`src/rtl/iomem_initiator.sv`:
```
// Single-command bus master for the picosoc iomem protocol: one command in,
// one iomem transaction out, one response (read data or timeout error) back.
module iomem_initiator #(
   parameter int TIMEOUT_CYCLES = 256
) (
   input  logic        clk_bufg,
   input  logic        resetn,
   input  logic        cmd_valid,
   output logic        cmd_ready,
   input  logic        cmd_we,
   input  logic [31:0] cmd_addr,
   input  logic [31:0] cmd_wdata,
   input  logic [3:0]  cmd_wstrb,
   output logic        rsp_valid,
   input  logic        rsp_ready,
   output logic [31:0] rsp_rdata,
   output logic        rsp_err,
   output logic        iomem_valid,
   input  logic        iomem_ready,
   output logic [3:0]  iomem_wstrb,
   output logic [31:0] iomem_addr,
   output logic [31:0] iomem_wdata,
   input  logic [31:0] iomem_rdata
);

   localparam int TW_RAW = (TIMEOUT_CYCLES > 0) ? $clog2(TIMEOUT_CYCLES + 1) : 1;
   localparam int TW     = (TW_RAW < 1) ? 1 : TW_RAW;
   localparam int TLAST  = (TIMEOUT_CYCLES > 0) ? TIMEOUT_CYCLES - 1 : 0;
   localparam logic [TW-1:0] TLAST_W = TW'(TLAST);
   localparam logic [TW-1:0] TMAX_W  = {TW{1'b1}};

   typedef enum logic [1:0] {S_IDLE, S_REQ, S_RESP} state_t;

   state_t      state_q, state_d;
   logic        cmd_ready_q, cmd_ready_d;
   logic        rsp_valid_q, rsp_valid_d;
   logic [31:0] rsp_rdata_q, rsp_rdata_d;
   logic        rsp_err_q, rsp_err_d;
   logic        iomem_valid_q, iomem_valid_d;
   logic [3:0]  iomem_wstrb_q, iomem_wstrb_d;
   logic [31:0] iomem_addr_q, iomem_addr_d;
   logic [31:0] iomem_wdata_q, iomem_wdata_d;
   logic [TW-1:0] timer_q, timer_d;

   always_comb begin
      state_d       = state_q;
      cmd_ready_d   = cmd_ready_q;
      rsp_valid_d   = rsp_valid_q;
      rsp_rdata_d   = rsp_rdata_q;
      rsp_err_d     = rsp_err_q;
      iomem_valid_d = iomem_valid_q;
      iomem_wstrb_d = iomem_wstrb_q;
      iomem_addr_d  = iomem_addr_q;
      iomem_wdata_d = iomem_wdata_q;
      timer_d       = timer_q;
      case (state_q)
         S_IDLE: begin
            // cmd_ready rises one cycle after reset release, then stays up while idle
            cmd_ready_d = 1'b1;
            if (cmd_valid && cmd_ready_q) begin
               cmd_ready_d   = 1'b0;
               iomem_valid_d = 1'b1;
               iomem_addr_d  = cmd_addr & 32'hFFFF_FFFC;
               iomem_wdata_d = cmd_wdata;
               iomem_wstrb_d = cmd_we ? cmd_wstrb : 4'b0000;
               timer_d       = '0;
               state_d       = S_REQ;
            end
         end
         S_REQ: begin
            if (iomem_ready) begin
               iomem_valid_d = 1'b0;
               rsp_rdata_d   = (iomem_wstrb_q == 4'b0000) ? iomem_rdata : 32'h0;
               rsp_err_d     = 1'b0;
               rsp_valid_d   = 1'b1;
               state_d       = S_RESP;
            end else if ((TIMEOUT_CYCLES > 0) && (timer_q == TLAST_W)) begin
               iomem_valid_d = 1'b0;
               rsp_rdata_d   = 32'h0;
               rsp_err_d     = 1'b1;
               rsp_valid_d   = 1'b1;
               state_d       = S_RESP;
            end else if (timer_q != TMAX_W) begin
               timer_d = timer_q + TW'(1);
            end
         end
         S_RESP: begin
            if (rsp_ready) begin
               rsp_valid_d = 1'b0;
               cmd_ready_d = 1'b1;
               timer_d     = '0;
               state_d     = S_IDLE;
            end
         end
         default: state_d = S_IDLE;
      endcase
   end

   always_ff @(posedge clk_bufg) begin
      if (!resetn) begin
         state_q       <= S_IDLE;
         cmd_ready_q   <= 1'b0;
         rsp_valid_q   <= 1'b0;
         rsp_rdata_q   <= 32'h0;
         rsp_err_q     <= 1'b0;
         iomem_valid_q <= 1'b0;
         iomem_wstrb_q <= 4'b0000;
         iomem_addr_q  <= 32'h0;
         iomem_wdata_q <= 32'h0;
         timer_q       <= '0;
      end else begin
         state_q       <= state_d;
         cmd_ready_q   <= cmd_ready_d;
         rsp_valid_q   <= rsp_valid_d;
         rsp_rdata_q   <= rsp_rdata_d;
         rsp_err_q     <= rsp_err_d;
         iomem_valid_q <= iomem_valid_d;
         iomem_wstrb_q <= iomem_wstrb_d;
         iomem_addr_q  <= iomem_addr_d;
         iomem_wdata_q <= iomem_wdata_d;
         timer_q       <= timer_d;
      end
   end

   assign cmd_ready   = cmd_ready_q;
   assign rsp_valid   = rsp_valid_q;
   assign rsp_rdata   = rsp_rdata_q;
   assign rsp_err     = rsp_err_q;
   assign iomem_valid = iomem_valid_q;
   assign iomem_wstrb = iomem_wstrb_q;
   assign iomem_addr  = iomem_addr_q;
   assign iomem_wdata = iomem_wdata_q;

endmodule
```
`config.mk`:
```
export PLATFORM = sky130hd
export DESIGN_NAME = iomem_initiator
export DESIGN_NICKNAME = d
export VERILOG_FILES = /design/src/rtl/iomem_initiator.sv
export SDC_FILE = /design/constraint.sdc
export NUM_CORES = 1
export LEC_CHECK = 0
export BUFFER_PORTS_ARGS = -buffer_cell sky130_fd_sc_hd__buf_2
export CAP_MARGIN = 20
export CORE_MARGIN = 4
export CORE_UTILIZATION = 48
export DETAILED_ROUTE_END_ITERATION = 6
export GPL_ROUTABILITY_DRIVEN = 0
export HOLD_SLACK_MARGIN = 0.12
export PLACE_DENSITY = 0.84
export SLEW_MARGIN = 5
export SYNTH_ARGS = -nofsm -noshare
export SYNTH_HDL_FRONTEND = slang
export SYNTH_SLANG_ARGS = --single-unit
```
`constraint.sdc`:
```
create_clock -name clk_bufg -period 5.6 [get_ports clk_bufg]
set_input_delay 1.12 -clock clk_bufg [delete_from_list [all_inputs] [get_ports clk_bufg]]
set_output_delay 1.12 -clock clk_bufg [all_outputs]
set_load 0.03 [all_outputs]
```
==> results.py <==
metrics = {
    "outcome": {
        "status": "complete, no violations",
    },
    "worst_hold_path": {
        "hp-class": "reg2reg",
    },
    "drt": {
        "drc": 0,
        "postRouteAntennaNets": 0,
        "drt-initial-drc-count": 155,
        "via_per_inst": 5.15,
        "wl_per_cell_um": 15.2,
        "dr.pass1.iters": 5,
        "routed_wl_um": 11500,
        "vias": 3879,
    },
    "sta": {
        "setup_tns_ns": 0,
        "setup_slack_ns": 3.18,
        "drv_slew": 0,
        "fin_crit_ns": 2.42,
        "fin_crit_sh_pct": 43.3,
        "rsz0062_at_grt": "no",
        "slew_headroom_pct": 32.0,
        "hold_viol": 0,
        "clock_skew_ns": 0.0101,
        "fmax_mhz": 413,
        "tightest_slew_ns": 1.02,
        "setup_viol": 0,
    },
    "global_route": {
        "grt_pass1_vias": 3799,
        "grt_pass1_wl_um": 17900,
        "grt-ovfl-total": 0,
        "grt_antenna_before_repair": 0,
        "grt_max_degree": 72,
        "grt_usage_pct": 22.7,
    },
    "die": {
        "fp-row-count": 32,
        "dieArea_um2": 9830,
        "die_h_um": 99.1,
        "dieWidth_um": 99.1,
        "io-pin-count": 210,
        "initial_utilization_pct": 50.6,
        "core_um2": 7890,
    },
    "cells_and_area": {
        "seq_area_um2": 2260,
        "antennaDiodeCount": 0,
        "fin_nets": 750,
        "multi_input_area_um2": 1570,
        "layout-area-overhead-vs-synth_pct": 40.4,
        "layout.cells.non_filler": 753,
        "utilization_pct": 71.0,
        "fin_area_um2": 5600,
        "fillers": 624,
        "drive_gt1_share_pct": 37.2,
    },
    "synth": {
        "synth_largest_area_cell": "dfxtp_1",
        "syn_area_um2": 3990,
        "synth_ff_type": "dfxtp_1",
        "synth_seq_cells": 113,
        "ys_types": 38,
        "syn_avg_cell_area_um2": 8.92,
        "synthArstFlopShare_pct": 0,
        "synthCells": 447,
        "synthTopCellsByArea": "dfxtp_1, nand2_1, a21oi_1, a22o_1, clkbuf_1",
        "ys_seq_area_share_pct": 56.7,
        "synth_warnings": 0,
        "yosysMostFrequentCell": "nand2_1",
        "yosys-top-cells-count": "nand2_1, dfxtp_1, a21oi_1, a22o_1, clkbuf_1",
        "yosys.area.top_type_share_pct": 56.7,
        "synth_enable_flop_cells": 0,
    },
    "worst_setup_path": {
        "worstPathMaxFanout": 71,
        "path_cells": "buf_2, nand4bb_4, nand3_1, a311oi_1",
        "required_ns": 5.96,
        "cpMaxStageDelayCell": "nand4bb_4",
        "critPathMaxStageDelay_ns": 0.77,
        "start_kind": "input port",
        "crit_arrival_ns": 2.78,
        "worst_setup_path_end_kind": "register",
        "path_class": "in2reg",
    },
    "pwr": {
        "p_per_area_nw_per_um2": 364,
        "vdd_drop_max_mv": 0.212,
        "power.leakage_nw": 2.59,
    },
    "placed_design": {
        "pre_cts_ws_ns": 2.65,
        "dp_cells": 721,
        "dpl_cell_area_um2": 5010,
        "dp_hpwl_um": 8100,
        "placement.io_buffers": 205,
    },
    "cts": {
        "h-tree-depth": 4,
        "cts.sinks": 113,
        "holdBufCountCts": 0,
        "cts_setup_buffers": 0,
        "root_buffer": "clkbuf_8",
        "cts_resized": 0,
        "clock_path_buffers": 2,
        "path_clk_slew_ns": 0.05,
        "insertion_delay_ns": 0.51,
        "cts_tree": "done",
        "numCtsBuffers": 17,
    },
    "flow_run": {
        "maxCapViolations": 0,
    },
}
==> worst max-delay path, delay by kind of cell <==
family,cells,cell delay (ns)
AOI/OAI and AO/OA,1,0.08
buffers and inverters,1,0.11
and+or+nand+nor,2,1.45
==> layout make-up <==
class / instances / area share (%)
Sequential cell: 113 / 40.4
Multi-Input combinational cell: 295 / 28.0
Timing Repair Buffer: 209 / 19.5
Clock buffer: 19 / 7.89
Tap cell: 102 / 2.28
Clock inverter: 10 / 1.61
Inverter: 5 / 0.335
==> logic make-up (layout without fill, tap and decap cells) <==
| group | after synthesis | count (layout) | share of synthesized area (%) |
|---|---|---|---|
| mux | 1 | 1 | 0.251 |
| flops | 113 | 113 | 56.7 |
| compound gates | 126 | 126 | 19.6 |
| fa+ha+maj | 3 | 3 | 0.941 |
| other cells | 1 | 2 | 0.0940 |
| buf+inv | 40 | 243 | 4.49 |
| simple gates | 163 | 163 | 17.9 |
==> final timing paths <==
kind	from	to	slack, ns	cells past startpoint
worst max register to register	timer_q[2]	rsp_rdata[25]	3.30	7
worst min-delay path	iomem_addr[10]	iomem_addr[10]	0.45	2
worst min register to register	iomem_addr[10]	iomem_addr[10]	0.45	2
worst max-delay path	cmd_valid	timer_q[8]	3.18	4
==> state kept, by name (all words and copies together) (netlist names) <==
signal and cells:
iomem_wstrb 4, iomem_wdata 32, rsp_rdata 32, timer_q 9, state_q 2, iomem_addr 30
rsp_valid 1, iomem_valid 1, cmd_ready 1, rsp_err 1
==> metrics by stage <==
stage	hold slack (ns)	power (mW)
final	0.452	2.04
after detailed placement	0.446	1.10
after global placement	0.438	1.09
after floorplan	0.452	1.01
after CTS	0.454	2.05
after global routing	0.473	2.12
==> layout by cell type, fill, tap and decap left out, drive strengths merged, types with 5 or more instances in the layout <==
master,netlist,final
a21oi,78,78
a22o,32,32
buf,10,208
clkbuf,25,20
clkinv,0,6
dfxtp,113,113
inv,5,5
nand2,130,130
nand3,7,7
o21ai,5,5
==> per-layer routing <==
layer / vias up / track usage, % / routed length [um]
li1: 1913 / - / -
met1: 1794 / 23.9 / 4200
met2: 158 / 41.0 / 6100
met3: 14 / 9.26 / 995
met4: 0 / 7.67 / 175
met5: - / 0 / 0
==> report_power, final <==
part	switching, mW	leakage [nW]	internal (mW)
logic	0.151	1.42	0.0770
clock network	0.353	0.257	0.600
registers	0.0185	0.918	0.838
Power figures use the tool's default switching activity.
